`src/rtl/resource_grant_ctrl.sv`:
```
// Responder side of the two-requester req/grant protocol: round-robin arbitration with
// bounded hold, issue steering into the shared resource, and tagged, flushable result return.
module resource_grant_ctrl #(
  parameter int DATA_W   = 32,
  parameter int RES_LAT  = 2,
  parameter int MAX_HOLD = 4
) (
  input  logic              clk,
  input  logic              reset,
  input  logic              req_1,
  input  logic              req_2,
  input  logic [DATA_W-1:0] req_data_1,
  input  logic [DATA_W-1:0] req_data_2,
  input  logic              flush_1,
  input  logic              flush_2,
  output logic              grant_1,
  output logic              grant_2,
  output logic [DATA_W-1:0] res_in,
  output logic              res_in_valid,
  input  logic [DATA_W-1:0] res_out,
  output logic [DATA_W-1:0] rsp_data,
  output logic              rsp_valid_1,
  output logic              rsp_valid_2
);

  typedef enum logic [1:0] {
    IDLE = 2'd0,
    OWN1 = 2'd1,
    OWN2 = 2'd2
  } state_t;

  localparam logic [3:0] HOLD_LAST = 4'(MAX_HOLD - 1);

  state_t               state_r;
  state_t               state_nxt_s;
  logic [3:0]           hold_cnt_r;
  logic [3:0]           hold_nxt_s;
  logic                 last_2_r;
  logic                 grant_1_r;
  logic                 grant_2_r;
  logic                 ereq_1_s;
  logic                 ereq_2_s;
  logic                 res_in_valid_s;
  logic [DATA_W-1:0]    res_in_s;
  logic [RES_LAT-1:0]   tag_valid_r;
  logic [RES_LAT-1:0]   tag_id_r;
  logic [RES_LAT-1:0]   kill_s;

  assign ereq_1_s = req_1 & ~flush_1;
  assign ereq_2_s = req_2 & ~flush_2;

  // Next owner and hold counter; hold_nxt_s defaults to a clear on every owner change.
  always_comb begin
    state_nxt_s = state_r;
    hold_nxt_s  = 4'd0;
    case (state_r)
      IDLE: begin
        if (ereq_1_s && ereq_2_s) begin
          state_nxt_s = last_2_r ? OWN1 : OWN2;
        end else if (ereq_1_s) begin
          state_nxt_s = OWN1;
        end else if (ereq_2_s) begin
          state_nxt_s = OWN2;
        end else begin
          state_nxt_s = IDLE;
        end
      end
      OWN1: begin
        if (!ereq_1_s) begin
          state_nxt_s = ereq_2_s ? OWN2 : IDLE;
        end else if (ereq_2_s && (hold_cnt_r == HOLD_LAST)) begin
          state_nxt_s = OWN2;
        end else begin
          state_nxt_s = OWN1;
          hold_nxt_s  = !ereq_2_s ? 4'd0 :
                        (hold_cnt_r == HOLD_LAST) ? HOLD_LAST : hold_cnt_r + 4'd1;
        end
      end
      OWN2: begin
        if (!ereq_2_s) begin
          state_nxt_s = ereq_1_s ? OWN1 : IDLE;
        end else if (ereq_1_s && (hold_cnt_r == HOLD_LAST)) begin
          state_nxt_s = OWN1;
        end else begin
          state_nxt_s = OWN2;
          hold_nxt_s  = !ereq_1_s ? 4'd0 :
                        (hold_cnt_r == HOLD_LAST) ? HOLD_LAST : hold_cnt_r + 4'd1;
        end
      end
      default: begin
        state_nxt_s = IDLE;
      end
    endcase
  end

  // Owner state, registered grants, hold counter and round-robin pointer.
  always_ff @(posedge clk or posedge reset) begin
    if (reset) begin
      state_r    <= IDLE;
      hold_cnt_r <= 4'd0;
      last_2_r   <= 1'b1;
      grant_1_r  <= 1'b0;
      grant_2_r  <= 1'b0;
    end else begin
      state_r    <= state_nxt_s;
      hold_cnt_r <= hold_nxt_s;
      grant_1_r  <= (state_nxt_s == OWN1);
      grant_2_r  <= (state_nxt_s == OWN2);
      if (state_nxt_s == OWN1) begin
        last_2_r <= 1'b0;
      end else if (state_nxt_s == OWN2) begin
        last_2_r <= 1'b1;
      end else begin
        last_2_r <= last_2_r;
      end
    end
  end

  // Issue steering: the owner's operand goes out whenever it still has an effective request.
  always_comb begin
    res_in_valid_s = (grant_1_r & ereq_1_s) | (grant_2_r & ereq_2_s);
    if (grant_1_r) begin
      res_in_s = req_data_1;
    end else if (grant_2_r) begin
      res_in_s = req_data_2;
    end else begin
      res_in_s = '0;
    end
  end

  // Tag id 0 is requester 1, id 1 is requester 2; a flush kills matching entries in flight.
  assign kill_s = (tag_id_r & {RES_LAT{flush_2}}) | (~tag_id_r & {RES_LAT{flush_1}});

  // Tag pipe tracking which requester owns each result still inside the resource.
  always_ff @(posedge clk or posedge reset) begin
    if (reset) begin
      tag_valid_r <= '0;
      tag_id_r    <= '0;
    end else begin
      tag_valid_r[0] <= res_in_valid_s;
      tag_id_r[0]    <= grant_2_r;
      for (int i = 1; i < RES_LAT; i++) begin
        tag_valid_r[i] <= tag_valid_r[i-1] & ~kill_s[i-1];
        tag_id_r[i]    <= tag_id_r[i-1];
      end
    end
  end

  assign grant_1      = grant_1_r;
  assign grant_2      = grant_2_r;
  assign res_in       = res_in_s;
  assign res_in_valid = res_in_valid_s;
  assign rsp_data     = res_out;
  assign rsp_valid_1  = tag_valid_r[RES_LAT-1] & ~tag_id_r[RES_LAT-1] & ~kill_s[RES_LAT-1];
  assign rsp_valid_2  = tag_valid_r[RES_LAT-1] &  tag_id_r[RES_LAT-1] & ~kill_s[RES_LAT-1];

endmodule
```
`config.mk`:
```
export PLATFORM = sky130hd
export DESIGN_NAME = resource_grant_ctrl
export DESIGN_NICKNAME = d
export VERILOG_FILES = /design/src/rtl/resource_grant_ctrl.sv
export SDC_FILE = /design/constraint.sdc
export NUM_CORES = 1
export LEC_CHECK = 0
export CAP_MARGIN = 10
export CORE_MARGIN = 5
export CORE_UTILIZATION = 22
export DETAILED_ROUTE_END_ITERATION = 10
export PLACE_DENSITY = 0.77
export RECOVER_POWER = 25
export SYNTH_ARGS = -nofsm -noshare
export SYNTH_HDL_FRONTEND = slang
export SYNTH_SLANG_ARGS = --single-unit
```
`constraint.sdc`:
```
create_clock -name clk -period 1.8 [get_ports clk]
set_input_delay 0.36 -clock clk [delete_from_list [all_inputs] [get_ports clk]]
set_output_delay 0.36 -clock clk [all_outputs]
set_load 0.01 [all_outputs]
```
; ---- Word-level counts from Yosys, hierarchy flattened
; Cells that the tools add are included.
; W data, S select, Z words.
[word_totals]
regBits = 13
in_bits = 102
wordCells = 59
[op_classes]
addsub = 1
n_eq_ne = 5
muxes = 22
n_bitwise = 19
reduce_logical = 5
[op_table]
columns = cell, count
row1 = $mux W32, 2
row2 = $mux W4, 7
row3 = $mux W2, 8
row4 = $and A1 B1 Y1, 9
row5 = $pmux W4 S2, 1
row6 = $pmux W2 S3, 1
row7 = $not A1 Y1, 5
row8 = $add A4 B1 Y4 const B, 1
row9 = $and A2 B2 Y2, 2
row10 = $eq A2 B1 Y1 const B, 2
row11 = $eq A2 B2 Y1 const B, 2
row12 = $eq A4 B2 Y1 const B, 1
row13 = $logic_and A1 B1 Y1, 3
row14 = $mux W1, 3
row15 = $logic_not A2 Y1, 1
row16 = $not A2 Y2, 1
row17 = $or A2 B2 Y2, 1
row18 = $reduce_bool A2 Y1, 1
row19 = $or A1 B1 Y1, 1

; ---- Depth between registers and ports, before layout
; Gate-level depths: netlist (run 1).
[logic_depth]
depth_word = 9
ltp_mapped = 6
mapped_depth_nobuf = 6

; ---- Worst setup path before layout (run 1)
; Ideal clock, no wire load.
[synth_timing]
kind = register to register
from = register hold_cnt_r[0]
to = register last_2_r
setup_ps = 75
arrival_time_ps = 1660
required_time_ps = 1725
path_slack_ps = 65
path_stages_with_launch = 7
n_path_buf = 0
synth_period_minus_slack_ps = 1735
cell_sequence = dfrtp_1 > ha_1 > nor3b_2 > mux2i_1 > a311o_1 > ha_1 > mux2i_1
[synth_via]
elab_chain_len = 7
word_cells_on_any_way = 12
[synth_rtl]
columns = element, line
row1 = "start, declared", 36  ; logic [3:0] hold_cnt_r;
row2 = "start signal, assigned", 106  ; hold_cnt_r <= hold_nxt_s;
row3 = $eq A4 B2 Y1 (*), "71, 82"
row4 = $logic_and A1 B1 Y1 (on tied branches), "82, 71"
row5 = $mux W2 (on tied branches), "82, 71"
row6 = $mux W2 (on tied branches), "80, 69"
row7 = $pmux W2 S3 (*), 56  ; case (state_r)
row8 = $eq A2 B1 Y1 / $eq A2 B2 Y1 (equally long branches), "109, 111"
row9 = $mux W1 / $reduce_bool A2 Y1 (equally long branches), -
row10 = "end signal, assigned", 114  ; last_2_r <= last_2_r;
row11 = "end, declared", 38  ; logic last_2_r;
; Mark *: on every way between the ends. The rest lies on a longest branch, timed or not.
; A chain may end at the register's enable or synchronous reset.

; ---- Worst setup path in the final report (run 1)
[layout_timing]
from = register hold_cnt_r[1]
to = register last_2_r
[layout_via]
elab_chain_len = 7
word_cells_on_any_way = 12
[layout_rtl]
columns = element, line
row1 = $eq A4 B2 Y1 (*), "71, 82"
row2 = $logic_and A1 B1 Y1 (on tied branches), "82, 71"
row3 = $mux W2 (on tied branches), "82, 71"
row4 = $mux W2 (on tied branches), "80, 69"
row5 = $pmux W2 S3 (*), 56
row6 = net state_nxt_s[1], 35  ; state_t state_nxt_s;
row7 = $eq A2 B1 Y1 / $eq A2 B2 Y1 (equally long branches), "109, 111"
row8 = $mux W1 / $reduce_bool A2 Y1 (equally long branches), -
; Mark *: on every way through the listed nets, which the timed path passes. The rest lies on a longest branch.

==> flow_metrics.py, run 1 <==
metrics = {
    "status": {
        "status": "complete, but fails checks",
        "violations": "negative setup slack",
    },
    "hold_path": {
        "hold_path.class": "reg2reg",
        "holdPathEnd": "tag_id_r[1]",
        "hold_depth": 0,
        "hold_start": "tag_id_r[0]",
    },
    "layout": {
        "final_common_cell": "clkdlybuf4s50_1",
        "nNetsFinal": 340,
        "final_cell_mix": "68 x clkdlybuf4s50_1, 32 x a22o_1, 25 x buf_2",
        "diodes": 0,
        "syn2layout_area_growth_pct": 85.9,
        "fillers": 552,
        "drive_above_1_share_pct": 29.7,
    },
    "worst_setup_path": {
        "cp_cell_sequence": "ha_2 > nor3b_4 > mux2i_2 > a311oi_2 > ha_1 > mux2i_1",
        "max_stage_delay_ps": 350,
        "start_kind": "flop",
        "rr_startpoint": "hold_cnt_r[1]",
        "crit_required_ps": 1970,
        "cp.arrival_ps": 1980,
        "setup.worst_path.start": "hold_cnt_r[1]",
        "worstPathMaxFanout": 3,
        "worstReg2RegEnd": "last_2_r",
        "reg2reg_slack_ps": -20,
        "r2r_cells": 6,
        "endpoint_kind": "flop",
        "critPathKind": "reg2reg",
        "cpMaxStageDelayCell": "dfrtp_1",
    },
    "placement": {
        "gp_congestion": 0.731,
        "dp_hpwl_mm": 3.50,
        "io_buffers": 106,
    },
    "die": {
        "dieArea_um2": 7210,
        "die_x_um": 84.9,
        "die_h_um": 84.9,
        "start_util_pct": 22.6,
        "io_pins": 171,
        "fp-row-count": 27,
        "coreArea_um2": 5470,
    },
    "synthesis": {
        "postSynthNetCount": 241,
        "ys.warnings.count": 0,
        "ys_seq_area_share_pct": 26.4,
        "synthCells": 131,
        "syn_area_per_cell_um2": 9.43,
        "synth-seq-cells": 13,
        "synth.distinct_cells": 27,
        "yosysTopAreaCell": "dfrtp_1",
        "ys_top_cells_by_area": "dfrtp_1 24%, a22o_1 23%, buf_4 19%, ha_1 8.1%, mux2i_1 3.2%",
        "synth_area_um2": 1230,
        "yosysTopAreaCellShare_pct": 24.3,
    },
    "run": {
        "cap_viol_max_count": 0,
    },
    "routing": {
        "vias": 1350,
        "ant_nets": 0,
        "wire_per_inst_um": 15.2,
        "drt_iter0_markers": 52,
        "dr.pass1.iters": 4,
        "vias_per_cell": 4.49,
        "wl_mm": 4.58,
        "drcViolationCount": 0,
    },
    "global_route": {
        "first_global_vias": 1422,
        "grt_usage_pct": 12.0,
        "grt_pass1_wl_mm": 6.95,
        "grt_max_degree": 22,
        "grt_overflow": 0,
        "antenna_found_initial": 0,
    },
    "sta": {
        "finalSetupTns_ps": -17.4,
        "slew_headroom_pct": 67.0,
        "finalClockSkew_ps": 3.28,
        "min_period_over_period_pct": 101,
        "rsz0062_at_grt": "true",
        "slew_viol_final": 0,
        "tightestPinTransition_ps": 494,
        "layout_setup_ws_ps": -17.4,
        "period_minus_slack_ps": 1820,
        "setup_viol": 1,
        "hold_viol": 0,
        "fmax_ghz": 0.550,
    },
    "power_and_ir_drop": {
        "p_comb_share_pct": 48.7,
        "pwr-share-seq_pct": 28.9,
        "power_density_nw_per_um2": 494,
        "peakVddDrop_uv": 224,
        "cell_internal_pwr_mw": 0.804,
        "switching_share_pct": 29.2,
        "pwr-share-clk_pct": 22.4,
        "p_switching_mw": 0.332,
        "finalPower_mw": 1.14,
        "power.leakage_nw": 1.12,
    },
    "clock_network": {
        "cts_sinks": 13,
        "clk_pin_slew_ps": 50,
        "cts-hold-fix-buffers": 0,
        "worstSkewPairLatency_ps": 240,
        "numCtsBuffers": 3,
        "htreeDepth": 1,
        "root_buffer": "clkbuf_8",
        "tritoncts": "built",
        "clk_path_buf_depth": 2,
    },
}
==> kinds of logic after synthesis <==
group / after synthesis / synth area share [%]
buffers and inverters: 45 / 23.7
AOI/OAI and AO/OA: 39 / 27.2
and+or+nand+nor: 20 / 9.93
DFF: 13 / 26.4
adders and majority gates: 8 / 8.11
muxes: 4 / 3.24
xor gates and xnor gates: 2 / 1.42
==> power by group through the flow <==
stage | Combinational, mW | Clock, mW | Sequential [mW]
final | 0.553 | 0.254 | 0.328
after CTS | 0.557 | 0.264 | 0.328
after floorplan | 0.273 | 0 | 0.332
after detailed placement | 0.567 | 0 | 0.332
after global routing | 0.596 | 0.285 | 0.330
after global placement | 0.560 | 0 | 0.331
==> state kept, by name, indices dropped and copies added (netlist names) <==
name / cells
hold_cnt_r: 4
state_r: 2
grant_2: 1
tag_valid_r: 2
tag_id_r: 2
grant_1: 1
last_2_r: 1
==> area by class of cell <==
class,instances,area [um^2],share of cell area (%)
flip-flops and latches,13,327,14.2
well taps,72,90.1,3.92
clock buffers,4,45.0,1.96
inverters,6,22.5,0.981
repair buffers,133,1160,50.7
multi-input cells,73,647,28.2
==> worst max-delay path: cells and delay by family (launching register included) <==
kind                       cells  cell delay [ps]
muxes                          2              460
AOI/OAI and AO/OA              1              150
adders and majority gates      2              490
DFF                            1              350
and+or+nand+nor                1              280
==> metrics by stage <==
stage / setup WS, ps / area, um^2 / hold slack (ps) / cells / util, %
final: -17.4 / 2300 / 398 / 301 / 42.0
after CTS: -102 / 2260 / 403 / 298 / 41.4
after global routing: -126 / 2300 / 421 / 301 / 42.0
after global placement: -414 / 2230 / 379 / 283 / 40.7
after detailed placement: -408 / 2230 / 391 / 283 / 40.7
after floorplan: 64.9 / 1230 / 236 / 131 / -
==> worst max-delay path by stage <==
stage / slack (ps) / endpoint
6_report: -20 / last_2_r
5_1_grt: -130 / last_2_r
4_1_cts: -100 / res_in_valid
3_5_place_dp: -410 / res_in_valid
3_3_place_gp: -410 / res_in_valid
2_1_floorplan: 60 / last_2_r
==> per-layer routing <==
metal / vias up / part of all wire, % / GRT usage [%]
met4: 0 / 1.2 / 3.74
met1: 620 / 40 / 13.4
li1: 645 / - / -
met2: 75 / 51 / 21.7
met5: - / 0 / 0
met3: 10 / 8.5 / 3.40
==> synthesized netlist by cell type, drive strengths merged <==
cell type / instances
and2: 1
a311o: 2
or4: 1
inv: 6
nand3: 3
dfstp: 1
a22o: 32
ha: 8
nand2: 3
nor2: 4
nand2b: 2
nor2b: 2
buf: 35
mux2i: 4
o21ai: 2
a311oi: 2
dfrtp: 12
nor4: 1
o31ai: 1
clkbuf: 4
xor2: 1
and2b: 1
nor3b: 2
xnor2: 1
==> timing repair <==
item                                    4_1_cts  5_1_grt
buffers inserted                             10        6
pin swaps                                     0        6
endpoints found under the setup margin       36       24
gates resized for setup                     122       13
gates cloned                                  1        0
No activity file was read; power rests on OpenSTA's default activity.
==> run 2: changes to the inputs <==
--- a/config.mk
+++ b/config.mk
@@ -5,12 +5,14 @@
 export SDC_FILE = /design/constraint.sdc
 export NUM_CORES = 1
 export LEC_CHECK = 0
+export ABC_AREA = 0
 export CAP_MARGIN = 10
 export CORE_MARGIN = 5
 export CORE_UTILIZATION = 22
 export DETAILED_ROUTE_END_ITERATION = 10
 export PLACE_DENSITY = 0.77
 export RECOVER_POWER = 25
+export SLEW_MARGIN = 20
 export SYNTH_ARGS = -nofsm -noshare
 export SYNTH_HDL_FRONTEND = slang
 export SYNTH_SLANG_ARGS = --single-unit
==> results of run 2 <==
The final DEF is identical to that of run 1; final timing and power are the same.
